$ cat src/rtl/prog_sequencer.sv
// Program launch sequencer: launches NUM_PROGS programs back to back, times each
// program's RUN phase and aborts a run that exceeds TIMEOUT cycles.
module prog_sequencer #(
   parameter int          NUM_PROGS = 3,
   parameter logic [15:0] TIMEOUT   = 16'hFFFF
) (
   input  logic        CLK,
   input  logic        Reset,
   input  logic        Start,
   input  logic        DONE,
   output logic        Init,
   output logic [1:0]  ProgIdx,
   output logic        Busy,
   output logic [15:0] LastCycles,
   output logic        LastValid,
   output logic        AllDone,
   output logic        Timeout
);

   typedef enum logic [2:0] {
      S_IDLE,
      S_LAUNCH,
      S_RUN,
      S_FINISH,
      S_ERROR
   } state_t;

   localparam logic [1:0]  LAST_IDX = 2'(NUM_PROGS - 1);
   localparam logic [15:0] LAST_CNT = TIMEOUT - 16'd1;

   state_t      state_reg, state_next;
   logic [15:0] count_reg, count_next;
   logic [1:0]  prog_reg, prog_next;
   logic [15:0] last_reg, last_next;
   logic        lv_reg, lv_next;
   logic        init_reg, init_next;
   logic        alldone_reg, alldone_next;
   logic        tout_reg, tout_next;

   always_ff @(posedge CLK) begin
      if (Reset) begin
         state_reg   <= S_IDLE;
         count_reg   <= 16'd0;
         prog_reg    <= 2'd0;
         last_reg    <= 16'd0;
         lv_reg      <= 1'b0;
         init_reg    <= 1'b0;
         alldone_reg <= 1'b0;
         tout_reg    <= 1'b0;
      end else begin
         state_reg   <= state_next;
         count_reg   <= count_next;
         prog_reg    <= prog_next;
         last_reg    <= last_next;
         lv_reg      <= lv_next;
         init_reg    <= init_next;
         alldone_reg <= alldone_next;
         tout_reg    <= tout_next;
      end
   end

   // Init is registered from the decision to enter LAUNCH, so it is high
   // exactly while the state register holds LAUNCH.
   always_comb begin
      state_next   = state_reg;
      count_next   = count_reg;
      prog_next    = prog_reg;
      last_next    = last_reg;
      lv_next      = 1'b0;
      init_next    = 1'b0;
      alldone_next = alldone_reg;
      tout_next    = tout_reg;

      case (state_reg)
         S_IDLE, S_FINISH, S_ERROR: begin
            if (Start) begin
               state_next   = S_LAUNCH;
               prog_next    = 2'd0;
               alldone_next = 1'b0;
               tout_next    = 1'b0;
               count_next   = 16'd0;
               init_next    = 1'b1;
            end
         end

         S_LAUNCH: begin
            state_next = S_RUN;
            count_next = 16'd0;
         end

         S_RUN: begin
            // Completion wins over the timeout check on the same cycle.
            if (DONE) begin
               last_next = count_reg;
               lv_next   = 1'b1;
               if (prog_reg == LAST_IDX) begin
                  state_next   = S_FINISH;
                  alldone_next = 1'b1;
               end else begin
                  prog_next  = prog_reg + 2'd1;
                  state_next = S_LAUNCH;
                  init_next  = 1'b1;
               end
            end else if (count_reg == LAST_CNT) begin
               tout_next  = 1'b1;
               state_next = S_ERROR;
            end else begin
               count_next = count_reg + 16'd1;
            end
         end

         default: begin
            state_next = S_IDLE;
         end
      endcase
   end

   assign Busy       = (state_reg == S_LAUNCH) || (state_reg == S_RUN);
   assign Init       = init_reg;
   assign ProgIdx    = prog_reg;
   assign LastCycles = last_reg;
   assign LastValid  = lv_reg;
   assign AllDone    = alldone_reg;
   assign Timeout    = tout_reg;

endmodule

$ cat config.mk
export PLATFORM = sky130hd
export DESIGN_NAME = prog_sequencer
export DESIGN_NICKNAME = d
export VERILOG_FILES = /design/src/rtl/prog_sequencer.sv
export SDC_FILE = /design/constraint.sdc
export NUM_CORES = 1
export LEC_CHECK = 0
export CORE_ASPECT_RATIO = 0.5
export CORE_MARGIN = 4
export CORE_UTILIZATION = 45
export CTS_CLUSTER_SIZE = 16
export DETAILED_ROUTE_END_ITERATION = 8
export DONT_BUFFER_PORTS = 1
export GPL_ROUTABILITY_DRIVEN = 0
export MAX_ROUTING_LAYER = met4
export SYNTH_ARGS = -nofsm -noshare
export SYNTH_HDL_FRONTEND = slang
export SYNTH_SLANG_ARGS = --single-unit
$ cat constraint.sdc
create_clock -name CLK -period 1.7 [get_ports CLK]
set_input_delay 0.255 -clock CLK [delete_from_list [all_inputs] [get_ports CLK]]
set_output_delay 0.255 -clock CLK [all_outputs]
set_load 0.03 [all_outputs]
# Word-level counts from Yosys, hierarchy flattened
# Index checks and enable logic that the tools add are counted.
[totals]
register_bits = 41
[classes]
addsub = 2
n_eq_ne = 14
mux = 25
bitwise = 1
n_reduce_logical = 12
[op_table]
columns = ["cell", "count"]
rows = [
  ["16-bit two-way mux", 3],
  ["16-bit one-hot mux with 3 select lines", 1],
  ["16-bit by 1-bit adder with 16-bit output, second input constant", 1],
  ["16-bit == test, second input constant", 1],
  ["4-bit AND reduction", 4],
  ["2-bit != test, second input constant", 7],
  ["1-bit two-way mux", 9],
  ["3-bit two-way mux", 3],
  ["3-bit one-hot mux with 3 select lines", 1],
  ["2-bit two-way mux", 4],
  ["3-bit by 2-bit == test with 1-bit output, second input constant", 2],
  ["1-bit one-hot mux with 2 select lines", 3],
  ["2-bit one-hot mux with 2 select lines", 1],
  ["2-bit AND reduction", 2],
  ["3-bit by 1-bit == test with 1-bit output, second input constant", 1],
  ["3-bit == test, second input constant", 1],
  ["3-bit logical NOT", 1],
  ["3-bit != test, second input constant", 1],
  ["3-bit nonzero test", 1],
  ["3-bit OR reduction", 1],
  ["2-bit by 1-bit adder with 2-bit output, second input constant", 1],
  ["2-bit == test, second input constant", 1],
  ["2-bit nonzero test", 1],
  ["2-bit OR reduction", 1],
  ["2 further kinds", 2],
]

# Depth between registers and ports, before layout
# Gate-level depths: netlist of the first run.
[logic_depth]
word_depth = 4
mapped_depth = 7
mapped_depth_nobuf = 6

# Least setup slack after synthesis of the first run
# Ideal clock, no wire load.
[synth_timing]
kind = "reg2reg"
startpoint = "register state_reg[2]"
endpoint = "register count_reg[8]"
setup_ps = 63
arrival_ps = 1820
setup_slack_ps = -182
path_stages_with_launch = 7
period_less_slack_ps = 1882
path_cell_list = "dfxtp_1 buf_6 or4b_1 buf_2 or3_1 or4_1 nand3_1"
[synth_via]
elab_chain_cells = 4
word_cells_on_any_way = 12
cone_classes = "7 x eq/ne; 1 x mux; 4 x reduce/logical"
[synth_rtl]
columns = ["item", "line_no", "source"]
rows = [
  ["from (decl)", "31", "state_t state_reg, state_next;"],
  ["from (signal assigned)", "51", "state_reg <= state_next;"],
  ["3-bit by 2-bit == test with 1-bit output, or another cell as far along", "74", "case (state_reg)"],
  ["3-bit OR reduction", "74", ""],
  ["2-bit != test (no line) / 3-bit nonzero test (equally long branches)", "n/a", ""],
  ["4-bit AND reduction (no line)", "n/a", ""],
  ["to (signal assigned)", "52", "count_reg <= count_next;"],
  ["to (decl)", "32", "logic [15:0] count_reg, count_next;"],
]
# Parallel ways exist; a longest one is shown, timed or not.
# A chain may end at the register's enable or synchronous reset.

# Worst setup path after layout of the first run
# Same ends and word-level chain as after synthesis.

==> impl_metrics.json, run 1 <==
{
  "fmax_mhz": 575.7,
  "initial_core_util_pct": 47.06,
  "tritoncts": "built",
  "clkSlewWorstSetupHoldPaths_ns": 0.08,
  "cts.sinks": 41,
  "grt_overflow": 0,
  "die_area_mm2": 0.005870,
  "p_seq_share_pct": 55.3,
  "synth-main-ff-cell": "dfxtp_1",
  "max_slew_margin_pct": 66.82,
  "cts_root_buf": "clkbuf_8",
  "avgSynthCellArea_um2": 7.748,
  "synth.most_common_cell": "nand2_1",
  "antenna_found_initial": 0,
  "skew_ns": 0.005507,
  "vias_per_cell": 5.791,
  "yosysSeqAreaShare_pct": 39.23,
  "wirelength_mm": 5.882,
  "die_w_um": 104.4,
  "syn_area_mm2": 0.002092,
  "n_fill_cell": 403,
  "p_clk_share_pct": 35.2,
  "synth_area_leaders": "dfxtp_1 (39%), nand2_1 (9.9%), a21oi_1 (6.2%)",
  "num_rows": 17,
  "power.internal_mw": 1.330,
  "synth_top_area_share_pct": 39.23,
  "cts-buffers-inserted": 5,
  "htreeDepth": 2,
  "finalHoldViolCount": 0,
  "num_vias": 2108,
  "drive_gt1_share_pct": 23.13,
  "peakVddDrop_mv": 0.3901,
  "fp.dieH_um": 56.22,
  "p_sw_share_pct": 25.25,
  "end_kind": "flop",
  "grt_pass1_wl_mm": 9.570,
  "hpwlAfterDp_mm": 4.187,
  "timing.final.ws_setup_ns": -0.03708,
  "grt_pass1_vias": 1932,
  "ioPinCount": 27,
  "violations": "setup timing",
  "max_cap_violations": 0,
  "antenna_left": 0,
  "start_kind": "flop",
  "rsz0062_at_grt": "yes",
  "cp.arrival_ns": 1.98,
  "worstSkewPairLatency_ns": 0.30,
  "clockBufferDepth": 2,
  "initialDrtViolationCount": 129,
  "areaGrowthSynthToFinish_pct": 25.78,
  "drc": 0,
  "ys_warn_count": 0,
  "synthTopCellsByCount": "nand2_1 (55), dfxtp_1 (41), a21oi_1 (26)",
  "critical_path.max_fanout": 2,
  "async_flop_share_pct": 0,
  "hold_class": "input port to flop",
  "dp_slack_ns": -0.2761,
  "slew_viol_final": 0,
  "yosys.area.top_type": "dfxtp_1",
  "power_density_mw_per_mm2": 676.4,
  "finalSetupViolCount": 3,
  "p_switching_mw": 0.4495,
  "grtUsageTotal_pct": 20.95,
  "final_util_pct": 59.19,
  "worst_pin_slew_ns": 0.4977,
  "core_area_mm2": 0.004446,
  "n_antenna_cell": 0,
  "status": "complete, but fails checks",
  "period_minus_slack_ns": 1.737,
  "netlist_instances": 270,
  "cp.required_ns": 1.94,
  "critPathKind": "flop to flop",
  "min_period_over_period_pct": 102.2,
  "synth_cell_type_count": 55,
  "layout.area.seq_um2": 825.8,
  "multi_input_area_mm2": 0.001229,
  "wl_per_cell_um": 16.16,
  "synth_nets": 277,
  "final_nets": 313,
  "grt_start_max_net_pins": 38,
  "drtPass1Iterations": 5,
  "port-buffer-count": 0,
  "synth_edf_count": 0,
  "ys_ff_latch": 41,
  "finalSetupTns_ns": -0.04980,
  "leakagePower_nw": 0.9426,
  "comb_power_share_pct": 9.5
}
==> worst max-delay path, cell delays in order, from the launching register on <==
cell	delay, ns
dfxtp_2	0.33
buf_6	0.11
or4b_4	0.47
or3_1	0.30
or4_1	0.39
nand3_1	0.09
==> metal layers <==
metal	part of all wire, %	track usage [%]	vias to the layer above
met5	0	-	-
met4	0.56	5.871	0
met3	9.6	9.502	4
met2	41	28.07	85
met1	49	28.04	975
li1	-	-	1044
==> power by group through the flow <==
| stage | clock network (mW) | logic, mW | registers (mW) |
|---|---|---|---|
| floorplan | 0 | 0.103 | 1.00 |
| global placement | 0 | 0.142 | 1.00 |
| detailed placement | 0 | 0.145 | 1.01 |
| CTS | 0.637 | 0.150 | 0.983 |
| global route | 0.693 | 0.184 | 0.986 |
| finish | 0.627 | 0.168 | 0.984 |
==> layout make-up <==
cell class                 instances  area share, %
multi-input combinational        199          46.70
sequential                        41          31.38
timing repair buffer              48          14.50
clock buffer                       6          2.758
inverter                          11          1.569
clock inverter                     2         0.3804
tap                               57          2.710
==> logic make-up after synthesis <==
logic type	Yosys count	share of synthesized area [%]
and+or+nand+nor	122	29.90
buffers and inverters	30	5.861
muxes	1	0.5382
adders and majority gates	3	1.794
DFF	41	39.23
AOI/OAI and AO/OA	72	22.25
xor gates and xnor gates	1	0.4187
==> per-stage QoR <==
step                      cell area, um^2  instances  hold slack [ns]  power (mW)
after floorplan                      2106        270           0.4140       1.105
after global placement               2389        347           0.3286       1.146
after detailed placement             2389        347           0.3308       1.150
final                                2631        364          0.01649       1.780
after global routing                 2631        364        0.0001789       1.864
after CTS                            2514        357          0.01228       1.769
==> path summary, 6_finish.rpt <==
| check | from | endpoint | cells after the start | slack (ns) |
|---|---|---|---|---|
| worst max register to register | state_reg[2] | count_reg[8] | 5 | -0.04 |
| worst min register to register | count_reg[3] | LastCycles[3] | 2 | 0.52 |
| worst max-delay path | state_reg[2] | count_reg[8] | 5 | -0.04 |
| worst min-delay path | Reset | state_reg[2] | 1 | 0.02 |
==> cell usage in the layout, fill, tap and decap left out, types with 6 or more instances in the layout <==
cell     count
a21oi_1     25
a31oi_1     10
buf_4       44
dfxtp_1     37
inv_1       11
nand2_1     55
nand3_1     12
nand4_1      6
nor2_1      10
o21ai_0      8
==> repair_timing <==
item / in CTS / in global routing
gates resized for setup: 7 / 9
endpoints found under the setup margin: 17 / 18
pin swaps: 3 / 4
hold buffers: 0 / 2
buffers inserted: 2 / 5
endpoints found under the hold margin: 0 / 1
Power figures use the tool's default switching activity.
==> run 2: changes to the inputs <==
--- a/config.mk
+++ b/config.mk
@@ -7,12 +7,12 @@
 export LEC_CHECK = 0
 export CORE_ASPECT_RATIO = 0.5
 export CORE_MARGIN = 4
-export CORE_UTILIZATION = 45
+export CORE_UTILIZATION = 50
 export CTS_CLUSTER_SIZE = 16
 export DETAILED_ROUTE_END_ITERATION = 8
 export DONT_BUFFER_PORTS = 1
-export GPL_ROUTABILITY_DRIVEN = 0
 export MAX_ROUTING_LAYER = met4
+export PLACE_DENSITY = 0.68
 export SYNTH_ARGS = -nofsm -noshare
 export SYNTH_HDL_FRONTEND = slang
 export SYNTH_SLANG_ARGS = --single-unit
==> run 2 against run 1 <==
Effect of this change:
- the run still ends with setup timing left
- via count is 1.6% lower
- sequential power about the same
- power rose by 9.7%
- combinational power down 10%
- first-iteration DRC count increased by 18%
- wire length shrank 2.7%
- clock skew shrank 0.00099 ns
- hold slack improved by 0.0021 ns
- worst setup slack got worse by 0.00075 ns
- die area is 8.9% lower
- critical path type unchanged
- largest cell class unchanged
==> impl_metrics.json, run 2 (synthesis gave the netlist of run 1 again) <==
{
  "status": "complete, but fails checks",
  "violations": "setup timing",
  "cp_slowest_cell": "or4b_4",
  "clockBufferDepth": 2,
  "final_common_cell": "nand2_1",
  "min_period_over_period_pct": 102.2,
  "cp.required_ns": 1.94,
  "die_w_um": 99.48,
  "cp.arrival_ns": 1.98,
  "skew_ns": 0.004519,
  "clkSlewWorstSetupHoldPaths_ns": 0.08,
  "period_minus_slack_ns": 1.738,
  "reg2reg_to": "count_reg[8]",
  "critPathTopFamily": "simple AND/OR/NAND/NOR gates",
  "finalSetupViolCount": 1,
  "grt_start_max_net_pins": 38,
  "cp_slowest_stage_delay_ns": 0.51,
  "timing.final.ws_setup_ns": -0.03783,
  "tritoncts": "built",
  "wirelength_mm": 5.723,
  "drtPass1Iterations": 4,
  "r2r-start": "state_reg[0]",
  "finalHoldViolCount": 0,
  "hpwlAfterDp_mm": 4.170,
  "ff2ff_path_depth": 4,
  "final_util_pct": 64.39,
  "whs_path_depth": 1,
  "worst_pin_slew_ns": 0.7531,
  "gp_congestion": 0.9721,
  "cts.sinks": 41,
  "layout_common_cells": "nand2_1 (55), buf_4 (40), dfxtp_1 (38)",
  "whs_endpoint": "state_reg[0]",
  "num_vias": 2074,
  "worstPathCellList": "or4b_4, or3_1, or4_1, nand3_1",
  "drc": 0,
  "grt_pass1_vias": 2029,
  "ioPinCount": 27,
  "htreeDepth": 2,
  "r2r_slack_ns": -0.04,
  "rsz0062_at_grt": "yes",
  "hold_class": "input port to flop",
  "slew_viol_final": 0,
  "grtUsageTotal_pct": 23.65,
  "fmax_mhz": 575.4,
  "initial_core_util_pct": 52.78,
  "cts_root_buf": "clkbuf_8",
  "antenna_found_initial": 0,
  "critPathKind": "flop to flop",
  "worstSkewPairLatency_ns": 0.29,
  "start_kind": "flop",
  "power_density_mw_per_mm2": 765.2,
  "areaGrowthSynthToFinish_pct": 22.01,
  "leakagePower_nw": 0.9075,
  "wl_per_cell_um": 16.21,
  "grt_overflow": 0,
  "final_nets": 305,
  "drive_gt1_share_pct": 20.40,
  "n_antenna_cell": 0,
  "cp.buffers_inverters": 0,
  "cts-buffers-inserted": 5,
  "max_slew_margin_pct": 49.70,
  "port-buffer-count": 0,
  "max_cap_violations": 0,
  "fp.dieH_um": 53.74,
  "vias_per_cell": 5.875,
  "grt_pass1_wl_mm": 9.625,
  "end_kind": "flop",
  "critical_path.max_fanout": 6,
  "finalSetupTns_ns": -0.03783,
  "peakVddDrop_mv": 0.5375,
  "initialDrtViolationCount": 152,
  "core_area_mm2": 0.003964,
  "antenna_left": 0,
  "die_area_mm2": 0.005346,
  "num_rows": 16,
  "hold_start": "Reset"
}
run 2: cell count changes in the layout (fill, tap and decap cells not counted), sizes merged:
cell / change
buf: -6
clkbuf: +1
dlygate4sd3: -2
clkinv: -2
bufinv: +1
run 2: what timing repair did:
action	in CTS	in global routing
hold buffers	0	0
resized for setup	6	5
pin swaps	1	2
buffers inserted	1	1
setup endpoints to repair	12	16
run 2: how the worst max path moves through the flow:
stage | start | cells after the start | slack, ns | end
finish | state_reg[0] | 4 | -0.04 | count_reg[8]
detailed placement | state_reg[0] | 4 | -0.20 | count_reg[14]
floorplan | state_reg[2] | 6 | -0.18 | count_reg[8]
global route | state_reg[0] | 4 | -0.1 | count_reg[8]
global placement | state_reg[0] | 4 | -0.09 | count_reg[14]
CTS | state_reg[0] | 4 | -0.02 | count_reg[8]
run 2: cell type report:
| cell class | instances | area (um^2) |
|---|---|---|
| clock buffers | 7 | 86.33 |
| fillers | 352 | 1411 |
| flip-flops and latches | 41 | 827.0 |
| clock inverters | 1 | 30.03 |
| multi-input cells | 199 | 1200 |
| inverters | 11 | 41.29 |
| repair buffers | 40 | 300.3 |
| well taps | 54 | 67.56 |
run 2: stage by stage:
| stage | setup WS, ns | hold WS [ns] | power [mW] | cell area (um^2) | std cells |
|---|---|---|---|---|---|
| 6_report | -0.03783 | 0.01860 | 1.953 | 2552 | 353 |
| 4_1_cts | -0.01559 | 0.008791 | 1.969 | 2522 | 352 |
| 3_5_place_dp | -0.1966 | 0.3304 | 1.148 | 2377 | 343 |
| 5_1_grt | -0.09706 | 0.007140 | 2.027 | 2552 | 353 |
| 2_1_floorplan | -0.1821 | 0.4140 | 1.105 | 2106 | 270 |
| 3_3_place_gp | -0.09157 | 0.3299 | 1.144 | 2377 | 343 |
run 2: report_power, final:
| part | leakage, nW | total [mW] | switching, mW | internal (mW) |
|---|---|---|---|---|
| clock network | 0.0585 | 0.819 | 0.340 | 0.479 |
| logic | 0.517 | 0.151 | 0.0849 | 0.0658 |
| registers | 0.332 | 0.983 | 0.0152 | 0.968 |
run 2: per-layer routing:
| layer | share of wire, % | vias to the layer above | track usage, % |
|---|---|---|---|
| met5 | 0 | - | - |
| met4 | 0.70 | 0 | 6.122 |
| met3 | 9.8 | 7 | 7.374 |
| met2 | 42 | 67 | 37.00 |
| met1 | 48 | 972 | 30.13 |
| li1 | - | 1028 | - |
run 2: worst reg2reg max path: stages (launching register included):
cell,delay (ns)
dfxtp_4,0.37
or4b_4,0.51
or3_1,0.30
or4_1,0.41
nand3_1,0.10
==> run 3: changes to the inputs <==
--- a/config.mk
+++ b/config.mk
@@ -5,12 +5,13 @@
 export SDC_FILE = /design/constraint.sdc
 export NUM_CORES = 1
 export LEC_CHECK = 0
-export CORE_ASPECT_RATIO = 0.5
+export CORE_ASPECT_RATIO = 1.25
 export CORE_MARGIN = 4
 export CORE_UTILIZATION = 50
 export CTS_CLUSTER_SIZE = 16
 export DETAILED_ROUTE_END_ITERATION = 8
 export DONT_BUFFER_PORTS = 1
+export GPL_ROUTABILITY_DRIVEN = 0
 export MAX_ROUTING_LAYER = met4
 export PLACE_DENSITY = 0.68
 export SYNTH_ARGS = -nofsm -noshare
==> run 3 against run 2 <==
Effect of this change:
- final area fell by 4.2%
- largest cell class unchanged
- worst setup slack improved by 0.054 ns
- clock skew is 0.0022 ns higher
- critical endpoint is now count_reg[7]
- first-iteration DRC count down 14%
- the flow now finishes without violations
- core utilization down 4.3 points
- highest routed layer unchanged
- die area decreased by 1.1%
- sequential power is essentially flat
- global-route usage is 1.3 points lower
- fmax increased by 3.2%
==> impl_metrics.json, run 3 (synthesis gave the netlist of run 1 again) <==
{
  "slew_viol_final": 0,
  "finalSetupViolCount": 0,
  "period_minus_slack_ns": 1.683,
  "final_nets": 297,
  "postCtsHoldBufs": 0,
  "max_slew_margin_pct": 73.73,
  "hpwlAfterDp_mm": 3.763,
  "finalSetupTns_ns": 0,
  "wl_per_cell_um": 14.95,
  "finalPower_mw": 1.711,
  "min_period_over_period_pct": 99.03,
  "fmax_mhz": 594.0,
  "layout_common_cells": "nand2_1 (55), dfxtp_1 (40), buf_4 (32)",
  "final_cells": 345,
  "ioPinCount": 27,
  "hold_start": "Reset",
  "antenna_left": 0,
  "vias_per_cell": 5.841,
  "fp.dieH_um": 80.32,
  "peakVddDrop_mv": 0.4128,
  "cts-buffers-inserted": 5,
  "grt_start_max_net_pins": 38,
  "drc": 0,
  "end_kind": "flop",
  "wirelength_mm": 5.159,
  "cp.required_ns": 1.92,
  "post_cts_buffers": 0,
  "skew_ns": 0.006699,
  "worst_pin_slew_ns": 0.3933,
  "critical_path.max_fanout": 8,
  "finalHoldViolCount": 0,
  "hold_class": "input port to flop",
  "timing.final.ws_setup_ns": 0.01653,
  "htreeDepth": 2,
  "areaGrowthSynthToFinish_pct": 16.87,
  "core_area_mm2": 0.004066,
  "grtUsageTotal_pct": 22.31,
  "cp.arrival_ns": 1.91,
  "cts_root_buf": "clkbuf_8",
  "port-buffer-count": 0,
  "final_common_cell": "nand2_1",
  "tritoncts": "built",
  "drtPass1Iterations": 4,
  "max_cap_violations": 0,
  "dp_slack_ns": -0.1098,
  "clkSlewWorstSetupHoldPaths_ns": 0.07,
  "num_rows": 26,
  "r2r_slack_ns": 0.02,
  "critPathKind": "flop to flop",
  "rsz0062_at_grt": "yes",
  "worstSkewPairLatency_ns": 0.30,
  "placed_cells": 339,
  "n_antenna_cell": 0,
  "antenna_found_initial": 0,
  "cts_resized": 3,
  "clockBufferDepth": 2,
  "leakagePower_nw": 0.8368,
  "start_kind": "flop",
  "grt_pass1_wl_mm": 9.073,
  "crit_start": "state_reg[2]",
  "num_vias": 2015,
  "r2r-start": "state_reg[2]",
  "drive_gt1_share_pct": 17.99,
  "initial_core_util_pct": 51.45,
  "die_area_mm2": 0.005289,
  "die_w_um": 65.86,
  "initialDrtViolationCount": 131,
  "grt_overflow": 0,
  "power_density_mw_per_mm2": 699.9,
  "grt_pass1_vias": 2025,
  "status": "completed",
  "cts.sinks": 41
}
==> run 3: cell count changes in the layout (fill, tap and decap cells not counted), moves of 2 or more <==
cell and change:
dfxtp_1 +2, buf_4 -8, nor3b_2 +2, dfxtp_2 -2
==> run 3: critical path: stages, from the launching register on <==
cell,delay (ns)
dfxtp_1,0.32
or4b_4,0.53
buf_4,0.19
o41a_1,0.42
a31oi_1,0.16
==> run 3: stage by stage <==
step                area (um^2)  hold WS (ns)  util [%]
floorplan                  2106        0.4140         -
global placement           2335        0.3279     57.42
detailed placement         2335        0.3298     57.42
CTS                        2421       0.01625     59.54
global route               2445       0.01562     60.12
finish                     2445       0.02609     60.12
==> run 3: path summary, 6_finish.rpt <==
path,endpoint,cells past startpoint
worst max-delay path,count_reg[7],4
worst min-delay path,state_reg[1],1
worst max register to register,count_reg[7],4
worst min register to register,LastCycles[13],2
==> run 3: metal layers <==
layer | vias to the layer above | part of all wire (%) | global-route usage [%]
li1 | 1016 | - | -
met3 | 11 | 6.4 | 4.895
met2 | 58 | 48 | 36.31
met4 | 0 | 1.8 | 8.714
met5 | - | 0 | -
met1 | 930 | 44 | 26.66
==> run 3: power breakdown <==
part,switching [mW],internal [mW],leakage (nW),total (mW)
combinational,0.0824,0.0579,0.465,0.140
clock,0.321,0.270,0.0399,0.591
sequential,0.0121,0.968,0.332,0.980
==> run 3: layout make-up <==
cell class                 count  area (um^2)
multi-input combinational    199         1195
fill                         378         1622
tap                           56        70.07
timing repair buffer          32        240.2
clock buffer                   5        68.82
inverter                      11        41.29
clock inverter                 1        5.005
sequential                    41        824.5
